## config.mk

```make
export PLATFORM = sky130hd
export DESIGN_NAME = calc_port_sched
export DESIGN_NICKNAME = d
export VERILOG_FILES = /design/src/rtl/calc_port_sched.sv
export SDC_FILE = /design/constraint.sdc
export NUM_CORES = 1
export LEC_CHECK = 0
export CAP_MARGIN = 10
export CORE_ASPECT_RATIO = 1.75
export CORE_MARGIN = 5
export CORE_UTILIZATION = 45
export DETAILED_ROUTE_END_ITERATION = 7
export GPL_TIMING_DRIVEN = 0
export HOLD_SLACK_MARGIN = 0.06
export PLACE_DENSITY_LB_ADDON = 0.3
export SLEW_MARGIN = 20
export SYNTH_ARGS = -nofsm -noshare
export SYNTH_HDL_FRONTEND = slang
export SYNTH_SLANG_ARGS = --single-unit
export TNS_END_PERCENT = 30
```

## constraint.sdc

```tcl
create_clock -name c_clk -period 7.6 [get_ports c_clk]
set_input_delay 2.28 -clock c_clk [delete_from_list [all_inputs] [get_ports c_clk]]
set_output_delay 2.28 -clock c_clk [all_outputs]
set_load 0.05 [all_outputs]
```

## src/rtl/calc_port_sched.sv

```systemverilog
// Four-port front end sharing one calc ALU: captures each port's two-cycle
// command/operand transfer, grants the ALU round-robin and routes results back.
module calc_port_sched #(
   parameter int NPORTS  = 4,
   parameter int DW      = 32,
   parameter int CW      = 4,
   parameter int TIMEOUT = 15
) (
   input  logic                 c_clk,
   input  logic                 reset_n,
   input  logic [NPORTS*CW-1:0] cmd_in,
   input  logic [NPORTS*DW-1:0] data_in,
   output logic [NPORTS*2-1:0]  out_resp,
   output logic [NPORTS*DW-1:0] out_data,
   output logic                 alu_valid,
   output logic [CW-1:0]        alu_cmd,
   output logic [DW-1:0]        alu_op1,
   output logic [DW-1:0]        alu_op2,
   input  logic                 alu_done,
   input  logic [1:0]           alu_resp,
   input  logic [DW-1:0]        alu_data
);

   localparam int TW = $clog2(TIMEOUT + 1);

   // Handshake: alu_valid is a one-cycle issue strobe; alu_done is honoured
   // only while an operation is outstanding, otherwise it is dropped.
   typedef enum logic [1:0] {IDLE = 2'd0, OP2 = 2'd1, PEND = 2'd2, WAIT = 2'd3} state_t;

   state_t          st_q    [NPORTS];
   state_t          st_d    [NPORTS];
   logic [CW-1:0]   cmd_q   [NPORTS];
   logic [DW-1:0]   op1_q   [NPORTS];
   logic [DW-1:0]   op2_q   [NPORTS];
   logic            pulse_q [NPORTS];
   logic            pulse_d [NPORTS];
   logic [1:0]      resp_d  [NPORTS];
   logic [DW-1:0]   rdata_d [NPORTS];
   logic            elig    [NPORTS];

   logic            busy_q;
   logic [1:0]      owner_q;
   logic [1:0]      ptr_q;
   logic [TW-1:0]   cnt_q;

   logic            done_take;
   logic            tmo_hit;
   logic            can_issue;
   logic            grant_hit;
   logic [1:0]      grant_idx;
   logic [1:0]      scan_idx;
   logic            issue;
   logic [CW-1:0]   issue_cmd;
   logic [DW-1:0]   issue_op1;
   logic [DW-1:0]   issue_op2;

   function automatic logic cmd_ok(input logic [CW-1:0] c);
      return (c == CW'(1)) || (c == CW'(2)) || (c == CW'(5)) || (c == CW'(6));
   endfunction

   always_comb begin
      done_take = busy_q & alu_done;
      tmo_hit   = busy_q & ~alu_done & (cnt_q == TW'(TIMEOUT));
      can_issue = ~busy_q | done_take | tmo_hit;

      // A port still in OP2 with a valid command competes already, so the
      // issue can land in the cycle right after the operand-2 transfer.
      for (int p = 0; p < NPORTS; p++)
         elig[p] = (st_q[p] == PEND) | ((st_q[p] == OP2) & cmd_ok(cmd_q[p]));

      grant_hit = 1'b0;
      grant_idx = ptr_q;
      scan_idx  = ptr_q;
      for (int i = 0; i < NPORTS; i++) begin
         scan_idx = ptr_q + 2'(i);
         if (!grant_hit && elig[scan_idx]) begin
            grant_hit = 1'b1;
            grant_idx = scan_idx;
         end
      end
      issue = can_issue & grant_hit;

      issue_cmd = '0;
      issue_op1 = '0;
      issue_op2 = '0;
      for (int p = 0; p < NPORTS; p++) begin
         if (grant_idx == 2'(p)) begin
            issue_cmd = cmd_q[p];
            issue_op1 = op1_q[p];
            issue_op2 = (st_q[p] == OP2) ? data_in[p*DW +: DW] : op2_q[p];
         end
      end

      for (int p = 0; p < NPORTS; p++) begin
         st_d[p]    = st_q[p];
         pulse_d[p] = 1'b0;
         resp_d[p]  = 2'b00;
         rdata_d[p] = '0;
         case (st_q[p])
            IDLE: if (cmd_in[p*CW +: CW] != '0) st_d[p] = OP2;
            OP2: begin
               if (!cmd_ok(cmd_q[p])) begin
                  st_d[p]    = WAIT;
                  pulse_d[p] = 1'b1;
                  resp_d[p]  = 2'b11;
               end else if (issue && grant_idx == 2'(p)) begin
                  st_d[p] = WAIT;
               end else begin
                  st_d[p] = PEND;
               end
            end
            PEND: if (issue && grant_idx == 2'(p)) st_d[p] = WAIT;
            WAIT: begin
               // WAIT also covers the response-pulse cycle; IDLE follows it.
               if (pulse_q[p]) begin
                  st_d[p] = IDLE;
               end else if (owner_q == 2'(p) && done_take) begin
                  pulse_d[p] = 1'b1;
                  resp_d[p]  = alu_resp;
                  rdata_d[p] = alu_data;
               end else if (owner_q == 2'(p) && tmo_hit) begin
                  pulse_d[p] = 1'b1;
                  resp_d[p]  = 2'b10;
               end
            end
            default: st_d[p] = IDLE;
         endcase
      end
   end

   always_ff @(posedge c_clk or negedge reset_n) begin
      if (!reset_n) begin
         for (int p = 0; p < NPORTS; p++) begin
            st_q[p]    <= IDLE;
            cmd_q[p]   <= '0;
            op1_q[p]   <= '0;
            op2_q[p]   <= '0;
            pulse_q[p] <= 1'b0;
         end
         out_resp  <= '0;
         out_data  <= '0;
         alu_valid <= 1'b0;
         alu_cmd   <= '0;
         alu_op1   <= '0;
         alu_op2   <= '0;
         busy_q    <= 1'b0;
         owner_q   <= 2'd0;
         ptr_q     <= 2'd0;
         cnt_q     <= '0;
      end else begin
         for (int p = 0; p < NPORTS; p++) begin
            st_q[p]    <= st_d[p];
            pulse_q[p] <= pulse_d[p];
            out_resp[p*2 +: 2]   <= resp_d[p];
            out_data[p*DW +: DW] <= rdata_d[p];
            if (st_q[p] == IDLE && cmd_in[p*CW +: CW] != '0) begin
               cmd_q[p] <= cmd_in[p*CW +: CW];
               op1_q[p] <= data_in[p*DW +: DW];
            end
            if (st_q[p] == OP2) op2_q[p] <= data_in[p*DW +: DW];
         end
         alu_valid <= issue;
         if (issue) begin
            alu_cmd <= issue_cmd;
            alu_op1 <= issue_op1;
            alu_op2 <= issue_op2;
            busy_q  <= 1'b1;
            owner_q <= grant_idx;
            ptr_q   <= grant_idx + 2'd1;
            cnt_q   <= '0;
         end else if (done_take || tmo_hit) begin
            busy_q <= 1'b0;
         end else if (busy_q) begin
            cnt_q <= cnt_q + TW'(1);
         end
      end
   end

endmodule
```

==> results.tsv <==
stage	metric	value	unit
outcome	status	completed	
routing	Routed Wire Length	62.1	mm
clock_network	Max clock buf depth	3	
die	Die W	170	um
synthesis	Synth top cells by count	498 x dfrtp_1, 259 x mux2_2, 130 x and2_1	
setup_path	crit path kind	reg2reg	
synthesis	synthesized net count	1797	
setup_path	nature of the critical path endpoint	register	
routing	DRC viols	0	
clock_network	Clock Sinks	498	
finish	layout cell share with drive strength beyond 1	17.2	%
sta	Final Critical Period	5.10	ns
synthesis	YS warnings	0	
placement	RD Place Congestion	0.839	
synthesis	top cells by area, synth	dfrtp_1 62%, mux2_2 14%, and2_1 4.0%	
synthesis	#FFs+latches synth	498	
synthesis	Mapped Cells	1596	
routing	DRT iter0 DRCs	862	
setup_path	crit start category	register	
setup_path	crit-path cells	inv_1, ha_1, clkbuf_1, a31oi_1, nor3b_1, or4_1, o21ai_1, ha_1, nor2b_1, clkbuf_1, buf_1, a22oi_1, o21ai_0, mux2i_1, a21oi_1	
die	Initial Utilization	45.6	%
routing	Post-DRT Antenna Nets	0	
hold_path	Min-Delay Path Class	reg2reg	
die	core area	44400	um2
clock_network	root buf cell	clkbuf_16	
synthesis	Post-synth EDFFs	0	
synthesis	most common cell in the netlist	dfrtp_1	
sta	Slew @ Worst Pin	0.942	ns
global_route	initial antenna violation count	10	
clock_network	Clk pin slew, worst setup/hold paths	0.07	ns
synthesis	asr flop ratio synth	100	%
clock_network	CTS resizes	0	
synthesis	synth unique cells	44	
synthesis	ys flop type	dfrtp_1	
synthesis	Seq/Total Area, Yosys	61.6	%
die	die area	49500	um2
synthesis	largest area contributor in the synthesized netlist	dfrtp_1	
sta	final setup fails	0	
sta	Tcrit/Tclk final	67.1	%
clock_network	cts-stage hold buffer count	0	
finish	fillcell total	3632	
job	# Max-Cap Violations	0	
clock_network	clk_lat worst skew	0.56	ns
sta	Max Slew Vio Count	0	
die	# IOs	386	
clock_network	CTS Buf Count	44	
global_route	vias in the first global route	15600	
setup_path	critical path buffer and inverter count	4	
setup_path	Slowest Stage Delay on Critical Path	0.59	ns
clock_network	postcts setup bufs	0	
finish	Final Util	59.5	%
synthesis	Synth top area share	61.6	%
setup_path	Crit path required time	8.09	ns
sta	Hold Violations, Final	0	
sta	RSZ-0062 raised after global routing	no	
synthesis	Mapped Area	20200	um2
finish	Layout area overhead	30.7	%
sta	Final TNS setup	0	ns
routing	vias per cell	5.42	
setup_path	Critical Path AT	5.59	ns
global_route	Total GRT Usage	24.5	%
routing	drt first pass iters	5	
sta	max frequency	196	MHz
setup_path	Worst Path Max Fanout	10	
clock_network	CTS tree	yes	
placement	IO buf count	385	
setup_path	CP max stage cell	buf_1	
setup_path	delay-heaviest family, CP	buffers and inverters	
global_route	largest net degree at the start of global routing	104	
die	Die H	291	um
sta	Worst slew margin	37.2	%
synthesis	syn_area_per_cell	12.7	um2
routing	drt wl/cell	23.5	um
global_route	first-pass GRT wire length	92.1	mm
placement	detailed placement HPWL	46.6	mm
finish	nets@finish	2233	
global_route	total grt overflow	0	
routing	via count	14300	
sta	clk_skew	0.0175	ns
clock_network	CTS H-tree depth	2	
die	row cnt	102	
## cells by family after synthesis
family	share of synthesized area (%)
DFF	61.6
and+or+nand+nor	8.53
muxes	17.8
AOI/OAI and AO/OA	8.24
buffers and inverters	2.38
adders and majority gates	1.24
xor gates and xnor gates	0.260
## placed cells by master, fill, tap and decap left out, drive strengths merged, types with 3 or more instances in the layout
cell and instances:
dfrtp 498, clkdlybuf4s50 384, mux2 259, and2 130, nand2 113, clkbuf 113, o21ai 91, nor2 82
a21oi 81, mux2i 68, a22oi 66, buf 46, inv 21, ha 20, a22o 15, clkinv 10
bufinv 7, diode 6, xor2 6, nor2b 5, a31oi 5, and3 4, nand3 4, nor4 4
nand2b 4, nand3b 3
## path summary, 6_finish.rpt
path / slack, ns / depth (start not counted) / startpoint / end
setup / recovery: 2.50 / 15 / st_q[5] / alu_op1[23]
hold reg to reg: 0.50 / 1 / op2_q[7] / op2_q[7]
min in group asynchronous: 1.68 / 1 / reset_n / out_data[21]
setup reg to reg: 2.50 / 15 / st_q[5] / alu_op1[23]
hold / removal: 0.50 / 1 / op2_q[7] / op2_q[7]
max in group asynchronous: 4.56 / 3 / reset_n / alu_op1[19]
## metal layers
layer | GRT usage [%] | wire, um | up-vias
li1 | - | - | 6394
met1 | 26.3 | 21700 | 7213
met2 | 45.3 | 33600 | 538
met3 | 5.13 | 4000 | 151
met4 | 10.8 | 2840 | 6
met5 | 0 | 39 | -
## through the flow
stage               hold slack, ns  area [um2]  setup slack, ns  instances
CTS                          0.499       26400             2.49       2634
floorplan                    0.465       20200             3.76       1596
global route                 0.504       26400             2.10       2637
detailed placement           0.484       24900             2.45       2558
global placement             0.478       24800           -16.63       2553
finish                       0.497       26400             2.50       2640
## final cells by class
type	count	area [um2]	share of cell area (%)
Inverter	19	71.3	0.270
Clock buffer	55	1170	4.43
Antenna cell	6	15.0	0.0568
Timing Repair Buffer	390	4000	15.1
Multi-Input combinational cell	981	7290	27.6
Sequential cell	498	12500	47.1
Tap cell	572	716	2.71
Clock inverter	21	304	1.15
Buffer	98	410	1.55
## state kept, by name, indices dropped and copies added (netlist names)
name       flops
out_resp       8
ptr_q          2
alu_op1       32
alu_cmd        4
cmd_q         16
op2_q        128
alu_valid      1
out_data     128
owner_q        2
alu_op2       32
op1_q        128
st_q           8
busy_q         1
cnt_q          4
pulse_q        4
Power is left out: the tool's default activity adds up to more than one toggle a clock period on the data nets, which glitch-free logic cannot reach.
